**config.mk**
```make
export PLATFORM = sky130hd
export DESIGN_NAME = mem_copy_initiator
export DESIGN_NICKNAME = d
export VERILOG_FILES = /design/src/rtl/mem_copy_initiator.sv
export SDC_FILE = /design/constraint.sdc
export NUM_CORES = 1
export LEC_CHECK = 0
export ABC_AREA = 1
export CORE_MARGIN = 5
export CORE_UTILIZATION = 45
export DETAILED_ROUTE_END_ITERATION = 10
export GPL_TIMING_DRIVEN = 0
export MAX_ROUTING_LAYER = met4
export PLACE_DENSITY = 0.71
export SYNTH_ARGS = -nofsm -noshare
export SYNTH_HDL_FRONTEND = slang
export SYNTH_SLANG_ARGS = --single-unit
```
**constraint.sdc**
```tcl
create_clock -name clk -period 7.2 [get_ports clk]
set_clock_uncertainty 0.1 [all_clocks]
set_input_delay 1.44 -clock clk [delete_from_list [all_inputs] [get_ports clk]]
set_output_delay 1.44 -clock clk [all_outputs]
set_load 0.02 [all_outputs]
```
**src/rtl/mem_copy_initiator.sv**
```systemverilog
// Request-side master that copies a block of words between two address ranges
// over the peripheral request/response interface, one read then one write per word.
`ifndef ADDR_W
`define ADDR_W 32
`endif
`ifndef WORD_W
`define WORD_W 32
`endif
`ifndef MEM_COUNT_W
`define MEM_COUNT_W 4
`endif
`ifndef MEM_CODE_W
`define MEM_CODE_W 2
`endif

module mem_copy_initiator #(
    parameter int unsigned                LEN_W     = 16,
    parameter logic [`MEM_CODE_W-1:0]     CODE_OK   = `MEM_CODE_W'(0),
    parameter logic [`MEM_CODE_W-1:0]     CODE_BUSY = `MEM_CODE_W'(1),
    parameter int unsigned                MAX_RETRY = 15
) (
    input  logic                     clk,
    input  logic                     aresetn,
    input  logic                     i_start,
    input  logic [`ADDR_W-1:0]       i_src_addr,
    input  logic [`ADDR_W-1:0]       i_dst_addr,
    input  logic [LEN_W-1:0]         i_len,
    output logic                     o_busy,
    output logic                     o_done,
    output logic                     o_error,
    output logic [`ADDR_W-1:0]       o_err_addr,
    output logic [LEN_W-1:0]         o_words_done,
    output logic [`ADDR_W-1:0]       o_req_addr,
    output logic [`WORD_W-1:0]       o_req_wr_data,
    output logic                     o_req_wr_en,
    output logic [`MEM_COUNT_W-1:0]  o_req_count,
    input  logic [`WORD_W-1:0]       i_res_rd_data,
    input  logic [`MEM_CODE_W-1:0]   i_res_code
);

    localparam int unsigned RW = $clog2(MAX_RETRY + 2);
    localparam logic [`ADDR_W-1:0]     STEP = `ADDR_W'(4);
    localparam logic [`MEM_COUNT_W-1:0] CNT4 = `MEM_COUNT_W'(4);

    typedef enum logic [2:0] {S_IDLE, S_READ, S_WRITE, S_DONE, S_ERR} state_t;

    state_t               state;
    logic [`ADDR_W-1:0]   src;
    logic [`ADDR_W-1:0]   dst;
    logic [LEN_W-1:0]     len;
    logic [RW-1:0]        retry_cnt;

    // The request registers are loaded together with the state so that every
    // access is presented in the very cycle its state is entered.
    always_ff @(posedge clk or negedge aresetn) begin
        if (!aresetn) begin
            state         <= S_IDLE;
            src           <= '0;
            dst           <= '0;
            len           <= '0;
            retry_cnt     <= '0;
            o_busy        <= 1'b0;
            o_done        <= 1'b0;
            o_error       <= 1'b0;
            o_err_addr    <= '0;
            o_words_done  <= '0;
            o_req_addr    <= '0;
            o_req_wr_data <= '0;
            o_req_wr_en   <= 1'b0;
            o_req_count   <= '0;
        end else begin
            o_done  <= 1'b0;
            o_error <= 1'b0;
            case (state)
                S_IDLE: begin
                    if (i_start) begin
                        src          <= {i_src_addr[`ADDR_W-1:2], 2'b00};
                        dst          <= {i_dst_addr[`ADDR_W-1:2], 2'b00};
                        len          <= i_len;
                        o_words_done <= '0;
                        o_err_addr   <= '0;
                        retry_cnt    <= '0;
                        if (i_len == '0) begin
                            state  <= S_DONE;
                            o_done <= 1'b1;
                        end else begin
                            state       <= S_READ;
                            o_busy      <= 1'b1;
                            o_req_addr  <= {i_src_addr[`ADDR_W-1:2], 2'b00};
                            o_req_wr_en <= 1'b0;
                            o_req_count <= CNT4;
                        end
                    end
                end
                S_READ, S_WRITE: begin
                    if (i_res_code == CODE_OK) begin
                        retry_cnt <= '0;
                        if (state == S_READ) begin
                            state         <= S_WRITE;
                            o_req_addr    <= dst;
                            o_req_wr_data <= i_res_rd_data;
                            o_req_wr_en   <= 1'b1;
                        end else begin
                            o_words_done  <= o_words_done + LEN_W'(1);
                            src           <= src + STEP;
                            dst           <= dst + STEP;
                            o_req_wr_data <= '0;
                            o_req_wr_en   <= 1'b0;
                            if (o_words_done + LEN_W'(1) == len) begin
                                state       <= S_DONE;
                                o_done      <= 1'b1;
                                o_busy      <= 1'b0;
                                o_req_addr  <= '0;
                                o_req_count <= '0;
                            end else begin
                                state      <= S_READ;
                                o_req_addr <= src + STEP;
                            end
                        end
                    end else if (i_res_code == CODE_BUSY && retry_cnt != RW'(MAX_RETRY)) begin
                        retry_cnt <= retry_cnt + RW'(1);
                    end else begin
                        // Error codes (including X/Z) and retry exhaustion both end here.
                        state         <= S_ERR;
                        o_error       <= 1'b1;
                        o_err_addr    <= o_req_addr;
                        o_busy        <= 1'b0;
                        o_req_addr    <= '0;
                        o_req_wr_data <= '0;
                        o_req_wr_en   <= 1'b0;
                        o_req_count   <= '0;
                    end
                end
                S_DONE, S_ERR: state <= S_IDLE;
                default:       state <= S_IDLE;
            endcase
        end
    end

endmodule

```
==> results of run 1 <==
==> worst register-to-register path: cells and delay by family, from the launching register on <==
kind / cells / cell delay (ns)
buffers and inverters: 2 / 0.59
AO/OA/AOI/OAI: 3 / 0.73
AND/OR/NAND/NOR: 3 / 0.93
adder cells (fa/ha/maj): 2 / 0.40
flip-flops: 1 / 0.41
==> cell usage after synthesis <==
cell / count
buf_4: 9
buf_2: 19
o211ai_1: 9
clkbuf_1: 49
nand3_2: 3
nor4_1: 13
o32ai_1: 2
dfrtp_1: 198
nand3_1: 153
o21ai_0: 118
nand4_2: 1
nor3_1: 28
buf_1: 3
buf_6: 3
o22ai_1: 21
xor2_1: 37
nor3b_1: 1
o21ai_1: 17
xnor2_1: 3
nor2_4: 3
o21bai_1: 1
o21a_1: 1
nor2_2: 6
inv_1: 203
or2_2: 32
a22oi_1: 20
nor2_1: 90
a22o_1: 2
nand3b_1: 2
a31oi_1: 6
ha_1: 5
and3_1: 4
nand2_1: 344
nand2_2: 8
nand4_1: 19
o211ai_2: 1
inv_2: 5
nor3_4: 1
nor3_2: 2
a21oi_1: 99
nor4b_1: 1
mux2_2: 1
conb_1: 1
o22ai_2: 1
==> cell type report <==
cell class | count | area (sq um) | share of cell area, %
plain buffers | 83 | 391.6 | 2.651
clock buffers | 17 | 425.4 | 2.880
multi-input cells | 1058 | 5260 | 35.61
repair buffers | 231 | 2352 | 15.93
clock inverters | 14 | 192.7 | 1.305
well taps | 330 | 412.9 | 2.795
inverters | 208 | 780.7 | 5.286
flip-flops and latches | 198 | 4955 | 33.55
==> worst min path at each step <==
stage          slack, ns  cells after the start                 endpoint
2_1_floorplan       0.35                      2       len[4]$_DFFE_PN0P_
3_3_place_gp        0.36                      2  o_req_wr_en$_DFFE_PN0P_
3_5_place_dp        0.37                      2  o_req_wr_en$_DFFE_PN0P_
4_1_cts             0.38                      2  o_req_wr_en$_DFFE_PN0P_
5_1_grt             0.42                      2  o_req_wr_en$_DFFE_PN0P_
6_report            0.38                      2  o_req_wr_en$_DFFE_PN0P_
==> per-stage QoR <==
stage                     worst slack, ns  setup TNS, ns
after detailed placement            2.727              0
final                               3.119              0
after floorplan                     4.227              0
after global routing                2.999              0
after CTS                           3.173              0
after global placement             -4.165        -821.51
==> layer usage <==
layer / vias up / routed length [um] / GRT usage (%)
met2: 543 / 17410 / 41.92
met5: - / 0 / -
met4: 0 / 1119 / 8.925
li1: 5543 / - / -
met3: 69 / 3484 / 6.119
met1: 5507 / 17920 / 39.23
==> kinds of logic (layout without fill, tap and decap cells) <==
family,Yosys count,in the layout,synth area share [%]
xor gates and xnor gates,40,40,3.079
adders and majority gates,5,5,0.5498
other,1,3,0.03295
DFF,198,198,43.54
AOI/OAI and AO/OA,298,298,14.35
and+or+nand+nor,711,711,28.05
muxes,1,1,0.09895
buffers and inverters,291,553,10.30
==> layout by cell type, fill, tap and decap left out, types with 13 or more instances in the layout <==
master,Yosys,layout
o22ai_1,21,21
buf_2,19,19
nor4_1,13,13
a21oi_1,99,99
o21ai_0,118,118
a22oi_1,20,20
nand3_1,153,153
xor2_1,37,37
nor3_1,28,28
clkbuf_1,49,49
o21ai_1,17,17
nand2_1,344,344
clkbuf_16,0,17
clkdlybuf4s50_1,0,228
dfrtp_1,198,198
or2_2,32,32
nand4_1,19,19
nor2_1,90,90
inv_1,203,203
==> where the power goes <==
group / internal (W) / switching (W) / total [W]
clock: 0.000557 / 0.000479 / 0.00104
combinational: 0.00145 / 0.00264 / 0.00409
sequential: 0.00160 / 0.000426 / 0.00203
==> flip-flops by register name, summed over array words and instances, names as in the netlist <==
register and cells:
src 30, o_error 1, o_req_wr_data 32, o_done 1, retry_cnt 5, o_words_done 16, o_req_wr_en 1, o_req_addr 31
state 3, dst 30, o_err_addr 31, len 16, o_req_count 1
==> metrics.cfg, run 1 <==
[worst_setup_path]
timing.setup.critical_path_class=in -> reg
crit_path_start=i_res_code[0]
worst-endpoint-required_ns=7.46
critical-path-top-delay-family=simple AND/OR/NAND/NOR gates
worstSetupEndpoint=o_req_addr[31]$_DFFE_PN0P_
rr_endpoint=o_req_addr[4]$_DFFE_PN0P_
worstReg2RegStart=retry_cnt[0]$_DFFE_PN0P_
critical-path-max-stage-delay_ns=0.49
timing.critical_path.fanout_max=10
crit_path_start_kind=input pin
regToRegSetupSlack_ns=3.96
endpoint_kind=register
worstPathCellList=clkdlybuf4s50_1 > nor2_2 > inv_1 > nor2_1 > inv_1 > nand2_1 > clkbuf_1 > nand2_1 > a21oi_1
cp.buffers_inverters=4
worstPathArrival_ns=4.34
r2r_cells=10
cp_slowest_cell=clkbuf_1
cp.depth=9

[min_path]
min_delay_worst_type=reg -> reg
worst_hold_startpoint=o_req_wr_en$_DFFE_PN0P_

[detailed_routing]
dr.first_iter.drc_count=1254
via_per_inst=5.452
wire_per_inst_um=18.67
detailedRoute.firstPassIterationCount=6
number_of_remaining_drc_errors=0
drt-total-wl_mm=39.94
vias=11660
number_of_routed_nets_with_antenna_violations=0

[cts]
post-cts-setup-buffer-count=0
ctsLongestPathBuffers=2
numCtsBuffers=17
worstSkewPairLatency_ns=0.44
total_clock_sinks=198
path_clk_slew_ns=0.08
cts_tree=built
h-tree-depth=4
cts-root-buf=clkbuf_16
holdBufCountCts=0
ctsResizeCount=0

[layout]
fin_cells=2139
finalNetCount=1919
fillCellCount=2354
stdcell_area_sq_um=14770
area_growth_pct=29.80
post-route-util_pct=59.00
share_of_cells_above_drive_strength_1_pct=7.131
n_antenna_cell=0

[global_route]
overall_overflow_remaining_after_global_route=0
globalRouteTotalUtil_pct=28.34
antenna_found_initial=0
grt_max_degree=82
first_global_vias=11270
grt_pass1_wl_mm=62.16

[die]
area_of_the_die_sq_um=28570
start_util_pct=45.45
die_width_um=169.0
floorplan.die.height_um=169.0
placementRows=58
ios=237
floorplan.core_area_sq_um=25040

[timing]
report.final.slew_viol_count=0
max_freq_mhz=245.1
hold-worst-slack_ns=0.3821
finalCriticalPeriod_ns=4.081
rsz0062_at_grt=false
worst_slew_pin_tran_ns=0.8655
setup-violations-final=0
final_hold_viol_count=0
maxSlewHeadroom_pct=41.85
finalCritPeriodShare_pct=56.68

[logic_synthesis]
synthTopCellsByArea=dfrtp_1, nand2_1, nand3_1
synth.lib_cells_used.distinct=44
netlist.area_leader.share_pct=43.54
synth_top_cell_by_area=dfrtp_1
synth_sequential_area_ratio_pct=43.54
post_synth_instance_area_sq_um=11380
cell_count_after_synthesis=1545
synth-warning-count=0
synth-seq-cells=198
synthesis.area_per_instance_sq_um=7.365

[placement]
dp.cells=2108
place_area_sq_um=14150
placement.io_buffers=229
place_hpwl_mm=30.67
place.gp.congestion=1.008

[run]
max_cap_viol_count=0

[pwr]
cellLeakagePower_nw=6.863
worst_ir_drop_vdd_mv=0.2555
fin_total_pwr_w=0.007158
power_per_cell_area_nw_per_um2=484.6

[run_status]
status=finished clean

Power figures use the tool's default switching activity.
==> run 2, diff against run 1 <==
==> constraint.sdc (replaced) <==
create_clock -name clk -period 4 [get_ports clk]
set_clock_uncertainty 0.1 [all_clocks]
set_input_delay 0.8 -clock clk [delete_from_list [all_inputs] [get_ports clk]]
set_output_delay 0.8 -clock clk [all_outputs]
set_load 0.02 [all_outputs]
==> results of run 2 <==
The final DEF is identical to that of run 1. Status: finished clean.
Main changes from that run: setup slack after placement 2.727 ns -> 0.1671 ns; setup slack after layout 3.119 ns -> 0.5593 ns; hold slack 0.3821 ns -> 0.1597 ns; register-to-register setup slack 3.96 ns -> 0.76 ns; total power 0.007158 W -> 0.01288 W; worst IR drop on VDD 0.2555 mV -> 0.4600 mV
